[src/rtl/jk_excitation_driver.sv]
// Drives J/K of an external JK flip-flop so its Q follows a loaded target pattern (LSB first),
// checking each resulting Q against the target and counting mismatches.
module jk_excitation_driver #(
    parameter int LEN    = 8,
    parameter bit DC_VAL = 1'b0
) (
    input  logic                    clk,
    input  logic                    rst,
    input  logic                    load,
    input  logic [LEN-1:0]          pattern,
    input  logic                    loop,
    input  logic                    abort,
    input  logic                    Q_fb,
    output logic                    J,
    output logic                    K,
    output logic                    ready,
    output logic                    busy,
    output logic                    done,
    output logic                    err,
    output logic [7:0]              err_count,
    output logic [$clog2(LEN)-1:0]  step
);

    localparam int SW = $clog2(LEN);
    localparam logic [SW-1:0] LAST = SW'(LEN - 1);

    typedef enum logic [1:0] {
        IDLE,
        RUN,
        DRAIN
    } state_t;

    state_t          state_q;
    logic [LEN-1:0]  pat_q;
    logic [SW-1:0]   step_q;
    logic            exp_q;
    logic            chkValid_q;
    logic            err_q;
    logic [7:0]      errCount_q;
    logic            done_q;

    logic            curTarget;
    logic            mismatch;
    logic [7:0]      errCount_d;

    // Excitation table: hold when the target equals Q, otherwise set or reset.
    always_comb begin
        J         = 1'b0;
        K         = 1'b0;
        curTarget = pat_q[step_q];
        if (state_q == RUN) begin
            case ({Q_fb, curTarget})
                2'b00:   begin J = 1'b0;   K = DC_VAL; end
                2'b01:   begin J = 1'b1;   K = DC_VAL; end
                2'b10:   begin J = DC_VAL; K = 1'b1;   end
                default: begin J = DC_VAL; K = 1'b0;   end
            endcase
        end
    end

    // Q_fb seen here reflects the flip-flop update from the previous edge.
    always_comb begin
        mismatch   = chkValid_q && (Q_fb != exp_q);
        errCount_d = errCount_q;
        if (mismatch && (errCount_q != 8'hFF)) begin
            errCount_d = errCount_q + 8'd1;
        end
    end

    always_ff @(posedge clk or posedge rst) begin
        if (rst) begin
            state_q    <= IDLE;
            pat_q      <= '0;
            step_q     <= '0;
            exp_q      <= 1'b0;
            chkValid_q <= 1'b0;
            err_q      <= 1'b0;
            errCount_q <= 8'd0;
            done_q     <= 1'b0;
        end else begin
            done_q <= 1'b0;
            if (mismatch) begin
                err_q      <= 1'b1;
                errCount_q <= errCount_d;
            end
            case (state_q)
                IDLE: begin
                    if (load) begin
                        pat_q      <= pattern;
                        step_q     <= '0;
                        err_q      <= 1'b0;
                        errCount_q <= 8'd0;
                        chkValid_q <= 1'b0;
                        state_q    <= RUN;
                    end
                end
                RUN: begin
                    exp_q      <= curTarget;
                    chkValid_q <= 1'b1;
                    // Abort outranks the loop wrap.
                    if (abort) begin
                        state_q <= DRAIN;
                    end else if (step_q == LAST) begin
                        if (loop) begin
                            step_q <= '0;
                        end else begin
                            state_q <= DRAIN;
                        end
                    end else begin
                        step_q <= step_q + 1'b1;
                    end
                end
                DRAIN: begin
                    chkValid_q <= 1'b0;
                    done_q     <= 1'b1;
                    state_q    <= IDLE;
                end
                default: begin
                    state_q <= IDLE;
                end
            endcase
        end
    end

    assign ready     = (state_q == IDLE);
    assign busy      = (state_q == RUN) || (state_q == DRAIN);
    assign done      = done_q;
    assign err       = err_q;
    assign err_count = errCount_q;
    assign step      = step_q;

endmodule

[config.mk]
export PLATFORM = sky130hd
export DESIGN_NAME = jk_excitation_driver
export DESIGN_NICKNAME = d
export VERILOG_FILES = /design/src/rtl/jk_excitation_driver.sv
export SDC_FILE = /design/constraint.sdc
export NUM_CORES = 1
export LEC_CHECK = 0
export ABC_AREA = 1
export ABC_CLOCK_PERIOD_IN_PS = 1700
export BUFFER_PORTS_ARGS = -buffer_cell sky130_fd_sc_hd__buf_2
export CORE_AREA = 4 4 57 59
export DETAILED_ROUTE_END_ITERATION = 16
export DIE_AREA = 0 0 61 63
export GPL_ROUTABILITY_DRIVEN = 0
export PLACE_DENSITY = 0.76
export RECOVER_POWER = 25
export SYNTH_ARGS = -nofsm -noshare
export SYNTH_HDL_FRONTEND = slang
export SYNTH_SLANG_ARGS = --single-unit
[constraint.sdc]
create_clock -name clk -period 1.7 [get_ports clk]
set_clock_uncertainty 0.15 [all_clocks]
set_input_delay 0.34 -clock clk [delete_from_list [all_inputs] [get_ports clk]]
set_output_delay 0.34 -clock clk [all_outputs]
set_load 0.02 [all_outputs]
Word level (Yosys, flattened, before mapping):

Index checks and enable logic that the tools add are counted.
W data, S select, Z words.

* input bits: 14
* register bits: 25
* word-level logic and storage cells: 59
* output and inout port bits: 17

* add/sub/neg operators: 2
* $lt $le $gt $ge: 1
* equality and inequality tests: 12
* reductions and logical operators: 10
* muxes and demuxes: 26

Operator list (count)
* $mux W8: 4
* $mux W3: 4
* $mux W1: 10
* $ne A3 B3 Y1 const B: 3
* $add A8 B1 Y8 const B: 1
* $mux W2: 4
* $ne A8 B8 Y1 const B: 1
* $pmux W3 S2: 1
* $eq A2 B1 Y1 const B: 2
* $eq A2 B2 Y1 const B: 2
* $lt A3 B4 Y1 const B: 1
* $ne A2 B2 Y1 const B: 2
* $pmux W2 S2: 1
* $reduce_and A2 Y1: 2
* $reduce_and A4 Y1: 1
* $add A3 B1 Y3 const B: 1
* $bmux W1 S3: 1
* $eq A3 B3 Y1 const B: 1
* $pmux W1 S3: 1
* $reduce_and A3 Y1: 1
* $reduce_bool A3 Y1: 1
* $logic_and A1 B1 Y1: 2
* $logic_not A2 Y1: 1
* $reduce_bool A2 Y1: 1
* other kinds (2): 2

Depth between registers and ports, before layout:

* depth after elaboration: 7
* mapped depth: 9
* depth with buffers taken out: 9

Worst setup path after synthesis:

Ideal clock, no wire load.

* path kind: register to output
* start point: register step_q[0], in the netlist step[0]
* end point: output port J
* slack: -0.028 ns
* data required time: 1.210 ns
* path buffers: 0
* stages on the path, launching flop included: 7
* arrival time: 1.238 ns
* cells stage by stage: dfrtp_1 inv_2 nand2_1 nand3_1 nand3_1 nand3_1 nor2_1

* cells in the longest elaborated chain, start to end: 5

RTL lines
* start: declaration: RTL line 35 `logic [SW-1:0] step_q;`
* start signal: assignment: RTL line 110 `step_q <= step_q + 1'b1;`
* $bmux W1 S3: RTL line 50 `curTarget = pat_q[step_q];`
* $mux W1 (not written as such): RTL line 50
* $eq A2 B1 Y1: RTL line 52 `case ({Q_fb, curTarget})`
* $mux W1: RTL line 52
* $mux W1: RTL line 51 `if (state_q == RUN) begin`
* end: declaration: RTL line 14 `output logic J,`

No other way between the ends. The select of a mux whose other input is x is not followed.

Final worst setup path:

* start point: register step_q[1], in the netlist step[1]
* end point: output port J

The elaborated chain is that of the path after synthesis.

==> impl_metrics.toml <==
[grt]
grt_pass1_vias = 1221
antenna_found_initial = 0
gr-total-overflow = 0
grtUsageTotal_pct = 16.80
grt_max_degree = 26
grt_pass1_wl_mm = 4.988

[timing]
min_period_ps = 1917
whs_ps = 71.17
slew-limit-headroom_pct = 58.44
worst_pin_slew_ps = 623.4
tns_ps = -425.4
rsz0062_at_grt = "yes"
slew_viol_final = 0
final.setup.worst_slack_ps = -217.2
hold_viol_final = 0
finalCritPeriodShare_pct = 112.8
fmax_ghz = 0.5216
setup_viol = 2

[synthesis]
yosysMostFrequentCell = "nand2_1"
ys_seq_area_share_pct = 44.92
synth_common_cells = "nand2_1 (47), inv_1 (26), dfrtp_1 (25), nor2_1 (21), nand3_1 (15)"
synth.area.top_cells = "dfrtp_1 (45%), nand2_1 (13%), ha_1 (7.2%), inv_1 (7.0%), nor2_1 (5.7%)"
synth-main-ff-cell = "dfrtp_1"
synth_cell_types = 19
synth.avg_cell_area_um2 = 7.737
synthArstFlopShare_pct = 100.0
netlist_area_mm2 = 0.001393
ys_ff_latch = 25
yosys_warnings = 0
syn_inst = 180
syn_nets = 202
yosys.area.top_type_share_pct = 44.92
synth_edf_count = 0
synth_largest_area_cell = "dfrtp_1"

[worst_setup_path]
r2r-end = "state_q[0]$_DFFE_PP0P_"
reg2reg_setup_slack_ps = 30
required_ps = 1210
startpoint_type = "flip-flop"
path_buf_inv = 2
end_kind = "primary output"
crit_path_frequent_cell = "nand3_2"
r2r_start = "state_q[0]$_DFFE_PP0P_"
crit_path_top_delay_cell = "dfrtp_2"
cp_cell_sequence = "inv_1 > nand3_2 > nand3_2 > nand3_2 > nor2_2 > buf_6"
critPathMaxStageDelay_ps = 470
critPathKind = "flip-flop to primary output"
endpoint = "J"
cp.depth = 6
path_delay_family = "flip-flops"
critPathLaunch = "step[1]$_DFFE_PP0P_"
worst-r2r-cell-count = 9
arrival_ps = 1430
critPathMaxFanout = 6

[clock_network]
cts_buffers = 3
worstSkewPairLatency_ps = 320
clockBufferDepth = 2
ctsHtreeMaxLevel = 1
cts_tree = "done"
clkSlewWorstSetupHoldPaths_ps = 130
cts_sinks = 25
clockRootBuffer = "clkbuf_4"

[floorplanning]
die_y_um = 63
initial_core_util_pct = 51.39
core_area_mm2 = 0.002710
num_rows = 19
design.die.area_mm2 = 0.003843
die_x_um = 61
ios = 31

[outcome]
outcome = "finished, violations left"
violations = "negative setup slack"

[drt]
vias_per_cell = 4.896
ant_nets = 0
route.detailed.drc = 0
wl_per_cell_um = 11.49
drt-total-wl_mm = 2.987
drt_iter0_markers = 29
via_count = 1273
first_pass_iters = 5

[finish]
fin_util_pct = 67.45
n_fill_cell = 231
n_antenna_cell = 0
nNetsFinal = 252
syn2layout_area_growth_pct = 31.27
drive_gt1_share_pct = 37.12

[run]
maxCapViolations = 0

[power]
p_leak_nw = 0.9650
p_total_mw = 3.114
powerDensity_mw_per_mm2 = 1704
peakVddDrop_uv = 1148

[hold_path]
min-delay-start = "pattern[5]"
min_path_type = "input port to flip-flop"

[placement]
place_ws_ps = 65.88
numPortBuffers = 30
dpl.hpwl_mm = 2.012
[tightest hold or removal path: stages]
cell and delay (ps):
buf_2 70, nand2_1 40, o21ai_0 50
[area by class of cell]
cell class	count	area [µm²]	share of cell area (%)
clock inverters	1	5.005	0.2738
repair buffers	46	307.8	16.84
clock buffers	3	22.52	1.232
inverters	29	111.4	6.092
well taps	31	38.79	2.122
flip-flops and latches	25	628.1	34.36
multi-input cells	125	714.4	39.08
[power by group]
group | internal [mW] | total [mW] | switching (mW) | leakage [nW]
clock network | 0.0882 | 0.268 | 0.180 | 0.0177
registers | 0.840 | 1.02 | 0.181 | 0.314
logic | 0.777 | 1.82 | 1.05 | 0.633
total | 1.71 | 3.11 | 1.41 | 0.965
[worst min-delay path by stage]
stage	to	slack, ps	cells after the start
floorplan	chkValid_q$_DFFE_PP0P_	220	1
global placement	err_count[2]$_DFF_PP0_	260	3
detailed placement	pat_q[5]$_DFFE_PP0P_	260	3
CTS	pat_q[5]$_DFFE_PP0P_	60	3
global route	pat_q[3]$_DFFE_PP0P_	40	3
finish	pat_q[5]$_DFFE_PP0P_	70	3
[cells by family after synthesis]
logic type / synth area share [%]
compound gates: 9.974
buf+inv: 8.625
flops: 44.92
simple gates: 29.29
fa+ha+maj: 7.188
[metrics by stage]
stage          area [µm²]  instances
2_1_floorplan        1395        180
3_3_place_gp         1623        245
3_5_place_dp         1623        245
4_1_cts              1760        259
5_1_grt              1828        260
6_report             1828        260
[sequential cells by signal, summed over array words and instances, names as in the netlist]
signal / count
chkValid_q: 1
done: 1
err: 1
err_count: 8
exp_q: 1
pat_q: 8
state_q: 2
step: 3
[timing repair]
item,4_1_cts,5_1_grt
buffers inserted,9,1
pin swaps,1,3
hold buffers,1,0
resized for setup,11,19
endpoints found under the hold margin,25,0
endpoints found under the setup margin,4,9
[routing by layer]
| layer | global-route usage [%] | vias to the layer above | share of wire (%) |
|---|---|---|---|
| li1 | - | 660 | - |
| met1 | 21.14 | 592 | 44 |
| met2 | 27.27 | 19 | 52 |
| met3 | 3.099 | 2 | 3.3 |
| met4 | 7.317 | 0 | 0.70 |
| met5 | 0 | - | 0 |
[cells in the final DEF (no fill, tap or decap), drive strengths merged]
cell	n
o21ai	17
a21oi	5
ha	8
nand3	15
nor2	25
o21bai	1
dlygate4sd3	1
buf	44
inv	29
nand2	53
clkinv	1
a31oi	1
clkbuf	4
dfrtp	25
No activity file was read; power rests on OpenSTA's default activity.
